===== src/rtl/cpu_fetch_seq.sv =====
// cpu_fetch_seq: multi-cycle fetch/execute sequencer in front of a
// single-cycle datapath. Owns the PC and fetches instruction words over a
// req/ack handshake. Pulses E for one cycle per instruction and commits
// next_pc at the end of that cycle.
// Ports:
//   clk, rst (sync, active-low)
//   next_pc, halt_in         - datapath results, sampled in EXEC only
//   mem_ack, mem_rdata       - fetch response
//   mem_req, mem_addr        - fetch request (word address = pc[31:2])
//   instr, pc                - latched instruction and architectural PC
//   E                        - execute strobe (EXEC state decode)
//   halted, fault            - sticky terminal-state flags
//   instret                  - retired instruction count
// Optional feature: define CPU_FETCH_TIMEOUT_EN to fault a fetch that waits
// TIMEOUT_CYCLES cycles without an ack.
module cpu_fetch_seq #(
  parameter logic [31:0] RESET_PC       = 32'h0000_0000,
  parameter int unsigned TIMEOUT_CYCLES = 255
) (
  input  logic        clk,
  input  logic        rst,
  input  logic [31:0] next_pc,
  input  logic        halt_in,
  input  logic        mem_ack,
  input  logic [31:0] mem_rdata,
  output logic        mem_req,
  output logic [29:0] mem_addr,
  output logic [31:0] instr,
  output logic [31:0] pc,
  output logic        E,
  output logic        halted,
  output logic        fault,
  output logic [31:0] instret
);

  typedef enum logic [2:0] {
    IDLE  = 3'd0,
    FETCH = 3'd1,
    EXEC  = 3'd2,
    HALT  = 3'd3,
    ERR   = 3'd4
  } state_t;

  state_t state, state_n;

  // Low PC bits are forced to zero; the timeout parameter only matters with
  // the macro. Both are folded here so they are intentionally consumed.
  logic unused_bits;
  assign unused_bits = ^{next_pc[1:0], TIMEOUT_CYCLES[0]};

`ifdef CPU_FETCH_TIMEOUT_EN
  localparam int unsigned CNT_W = 8;
  logic [CNT_W-1:0] wait_cnt;
  logic             wait_last;

  // True on the wait cycle that brings the count up to the limit.
  assign wait_last = (wait_cnt == CNT_W'(TIMEOUT_CYCLES - 1));

  // Wait counter: zero outside FETCH, so it starts clear on every entry.
  always_ff @(posedge clk) begin
    if (!rst || state != FETCH) begin
      wait_cnt <= '0;
    end else if (!mem_ack) begin
      wait_cnt <= wait_cnt + CNT_W'(1);
    end
  end
`endif

  // State register.
  always_ff @(posedge clk) begin
    if (!rst) begin
      state <= IDLE;
    end else begin
      state <= state_n;
    end
  end

  // Next-state logic; an ack always beats the timeout.
  always_comb begin
    state_n = state;
    case (state)
      IDLE:  state_n = FETCH;
      FETCH: begin
        if (mem_ack) begin
          state_n = EXEC;
`ifdef CPU_FETCH_TIMEOUT_EN
        end else if (wait_last) begin
          state_n = ERR;
`endif
        end
      end
      EXEC:  state_n = halt_in ? HALT : FETCH;
      HALT:  state_n = HALT;
      ERR:   state_n = ERR;
      default: state_n = IDLE;
    endcase
  end

  // Datapath registers: instruction latch, PC commit, retire counter.
  always_ff @(posedge clk) begin
    if (!rst) begin
      pc      <= RESET_PC;
      instr   <= '0;
      instret <= '0;
    end else begin
      if (state == FETCH && mem_ack) begin
        instr <= mem_rdata;
      end
      if (state == EXEC) begin
        instret <= instret + 32'd1;
        if (!halt_in) begin
          pc <= {next_pc[31:2], 2'b00};
        end
      end
    end
  end

  // Outputs decoded from the state register only.
  assign E        = (state == EXEC);
  assign mem_req  = (state == FETCH);
  assign mem_addr = pc[31:2];
  assign halted   = (state == HALT);
`ifdef CPU_FETCH_TIMEOUT_EN
  assign fault    = (state == ERR);
`else
  assign fault    = 1'b0;
`endif

endmodule

===== config.mk =====
export PLATFORM = sky130hd
export DESIGN_NAME = cpu_fetch_seq
export DESIGN_NICKNAME = d
export VERILOG_FILES = /design/src/rtl/cpu_fetch_seq.sv
export SDC_FILE = /design/constraint.sdc
export NUM_CORES = 1
export LEC_CHECK = 0
export BUFFER_PORTS_ARGS = -buffer_cell sky130_fd_sc_hd__buf_4
export CAP_MARGIN = 30
export CORE_UTILIZATION = 40
export DETAILED_ROUTE_END_ITERATION = 8
export PLACE_DENSITY = 0.83
export RECOVER_POWER = 100
export SLEW_MARGIN = 20
export SYNTH_ARGS = -nofsm -noshare
export SYNTH_HDL_FRONTEND = slang
export SYNTH_SLANG_ARGS = --single-unit
export TNS_END_PERCENT = 20

===== constraint.sdc =====
create_clock -name clk -period 2 [get_ports clk]
set_input_delay 0.1 -clock clk [delete_from_list [all_inputs] [get_ports clk]]
set_output_delay 0.1 -clock clk [all_outputs]
set_load 0.05 [all_outputs]

==> results.yml <==
synthesis:
  synth_compound_area_share_pct: 12.4
  yosys.area_share.simple_pct: 25.8
  synthesis.area_per_instance_um2: 8.18
  yosysWarnings: 0
  synth_top_family_by_area: "simple AND/OR/NAND/NOR gates"
  yosysUniqueCellTypes: 37
  netlist_instances: 495
  syn-cell-area_um2: 4050
  yosys.area_share.xor_xnor_pct: 2.16
  multiplexer_share_of_the_synthesized_area_pct: 1.73
  yosys.area.top_type_share_pct: 47.9
  synth.largest_area_cell: "dfxtp_1"
  synth_fa_ha_area_share_pct: 0.309
  postSynthRegisterBits: 97
  synth_sequential_area_ratio_pct: 47.9
  synth_top_cells_by_area: "dfxtp_1, nand2_1, a21oi_1"
timing:
  timing.final.crit_period_ps: 1870
  hold_viol: 0
  setup_viol_count_final: 0
  min_period_over_period_pct: 93.5
  slew_headroom_pct: 53.8
  number_of_pins_with_negative_max_slew_slack_in_the_final_report: 0
  final.setup_skew_ps: 13.9
  grt_setup_unrepaired: "false"
  fmax_ghz: 0.535
  worst_slew_pin_slew_ps: 693
  setup_total_negative_slack_ps: 0
worst_setup_path:
  worst-path-max-fanout: 14
  cp-start-kind: "flop"
  critPathCaptureType: "flop"
  cp_data_arrival_time_ps: 2160
  critical_path_required_ps: 2290
  kind_of_critical_path: "flop to flop"
pwr:
  power_leakage_nw: 2.09
  worst_ir_drop_vdd_mv: 0.297
  power.density_nw_per_um2: 673
clocking:
  cts-root-to-sink-buffers: 2
  cts-htree-levels: 3
  tritoncts.num_buffers: 9
  clk-insertion-delay-late_ps: 370
  clock_tree_from_tritoncts: "built"
  clock_sinks: 97
  master_cell_of_the_clock_root_buffer: "clkbuf_8"
  clk_transition_reported_paths_ps: 100
cells_and_area:
  number_of_nets_in_the_finished_design: 783
  fin_util_pct: 58.9
  layout_common_cells: "nand2_1, clkbuf_1, dfxtp_1, a21oi_1, buf_4"
  area_growth_syn_to_layout_pct: 42.1
  layout.cells.non_filler: 852
  mostFrequentLayoutCell: "nand2_1"
  diodes: 0
  stdcell_area_um2: 5760
  ratio_of_cells_with_drive_above_1_in_the_final_layout_pct: 14.5
route:
  routedWlPerCell_um: 15.7
  drt.antenna.violating_nets: 0
  drc: 0
  detailedRoute.firstPassIterationCount: 4
  postRouteWirelength_um: 13400
  drtIter0Drc: 120
  post_drt_via_cell_ratio: 5.10
  vias: 4348
hold_path:
  hold_path_class: "input port to flop"
die:
  dieWidth_um: 103
  rows: 36
  fp.dieArea_um2: 10500
  core_box_area_um2: 9770
  die_y_um: 103
  initial_utilization_pct: 41.4
  design.portCount: 198
grt:
  grt_pass1_wl_um: 19200
  grt_use_total_pct: 23.6
  gr-total-overflow: 0
  grt_antenna_before_repair: 0
  grt_start_max_net_pins: 69
  first_global_vias: 3969
placed_design:
  gpl.final_weighted_congestion: 0.802
  io_buffer_count: 192
  postPlaceCellArea_um2: 5400
  inst_count_dp: 769
  hpwl_um: 8120
status:
  outcome: "complete, no violations"
job:
  maximum_capacitance_violations: 0
[cells in the mapped netlist, drive strengths merged]
| cell | n |
|---|---|
| nand2b | 8 |
| and4 | 6 |
| inv | 3 |
| o21a | 2 |
| a21oi | 78 |
| and3 | 3 |
| and3b | 2 |
| nand3 | 10 |
| clkinv | 1 |
| conb | 1 |
| or3 | 5 |
| nand4 | 9 |
| nor3 | 1 |
| buf | 42 |
| o21ai | 6 |
| nand3b | 1 |
| mux2i | 7 |
| or4 | 9 |
| clkbuf | 21 |
| nand2 | 140 |
| o31ai | 9 |
| xor2 | 7 |
| nor4b | 2 |
| ha | 1 |
| dfxtp | 97 |
| nor2b | 2 |
| nor4 | 5 |
| and2 | 2 |
| xnor2 | 3 |
| nor3b | 2 |
| nor2 | 10 |
[critical path, cell delays in order, from the launching register on]
cell and delay, ps:
dfxtp_1 400, ha_1 180, and3_2 250, nand4_4 240
or4_1 560, a21oi_1 170
[area by class of cell]
class / instances / area [µm²]
multi-input combinational: 333 / 1730
tap: 133 / 166
clock inverter: 7 / 63.8
clock buffer: 9 / 124
inverter: 4 / 15.0
sequential: 97 / 1940
fill: 925 / 4020
timing repair buffer: 269 / 1720
[final timing paths]
path         cells after the start           to        from  slack [ps]
max                              5  instret[24]  instret[1]         130
min                              3     state[1]     halt_in          30
max reg2reg                      5  instret[24]  instret[1]         130
min reg2reg                      2     instr[9]    instr[9]         460
[where the power goes]
| part | internal (W) | total [W] | switching, W |
|---|---|---|---|
| clock | 0.000478 | 0.00122 | 0.000745 |
| sequential | 0.00198 | 0.00201 | 0.0000351 |
| combinational | 0.000232 | 0.000641 | 0.000409 |
| total | 0.00269 | 0.00388 | 0.00119 |
[logic make-up after synthesis]
group	after synthesis
buffers and inverters	67
flip-flops	97
other	1
multiplexers	7
adder cells (fa/ha/maj)	1
AO/OA/AOI/OAI	95
AND/OR/NAND/NOR	217
XOR/XNOR	10
[state kept, by name, indices dropped and copies added (netlist names)]
signal / flops
instr: 32
pc: 30
state: 3
instret: 32
[layer usage]
layer,global-route usage [%],part of all wire [%],routed length [µm]
met1,25.0,38,5020
met5,0,0,0
met3,5.49,7.7,1030
met2,43.1,52,6930
met4,13.2,3.0,397
[repair_timing]
item / 4_1_cts / 5_1_grt
hold endpoints to repair: 62 / 0
endpoints found under the setup margin: 0 / 10
hold buffers: 62 / 0
setup buffers: 0 / 5
gates resized for setup: 0 / 2
[per-stage QoR]
stage | power, W | hold slack [ps] | worst slack [ps]
2_1_floorplan | 0.00241 | 236 | -3.89
3_3_place_gp | 0.00262 | 348 | 137
3_5_place_dp | 0.00264 | 356 | 57.6
4_1_cts | 0.00396 | 16.2 | 33.0
5_1_grt | 0.00406 | 6.02 | 10.4
6_report | 0.00388 | 32.7 | 129
Note: power is estimated with default switching activity, not from simulation.
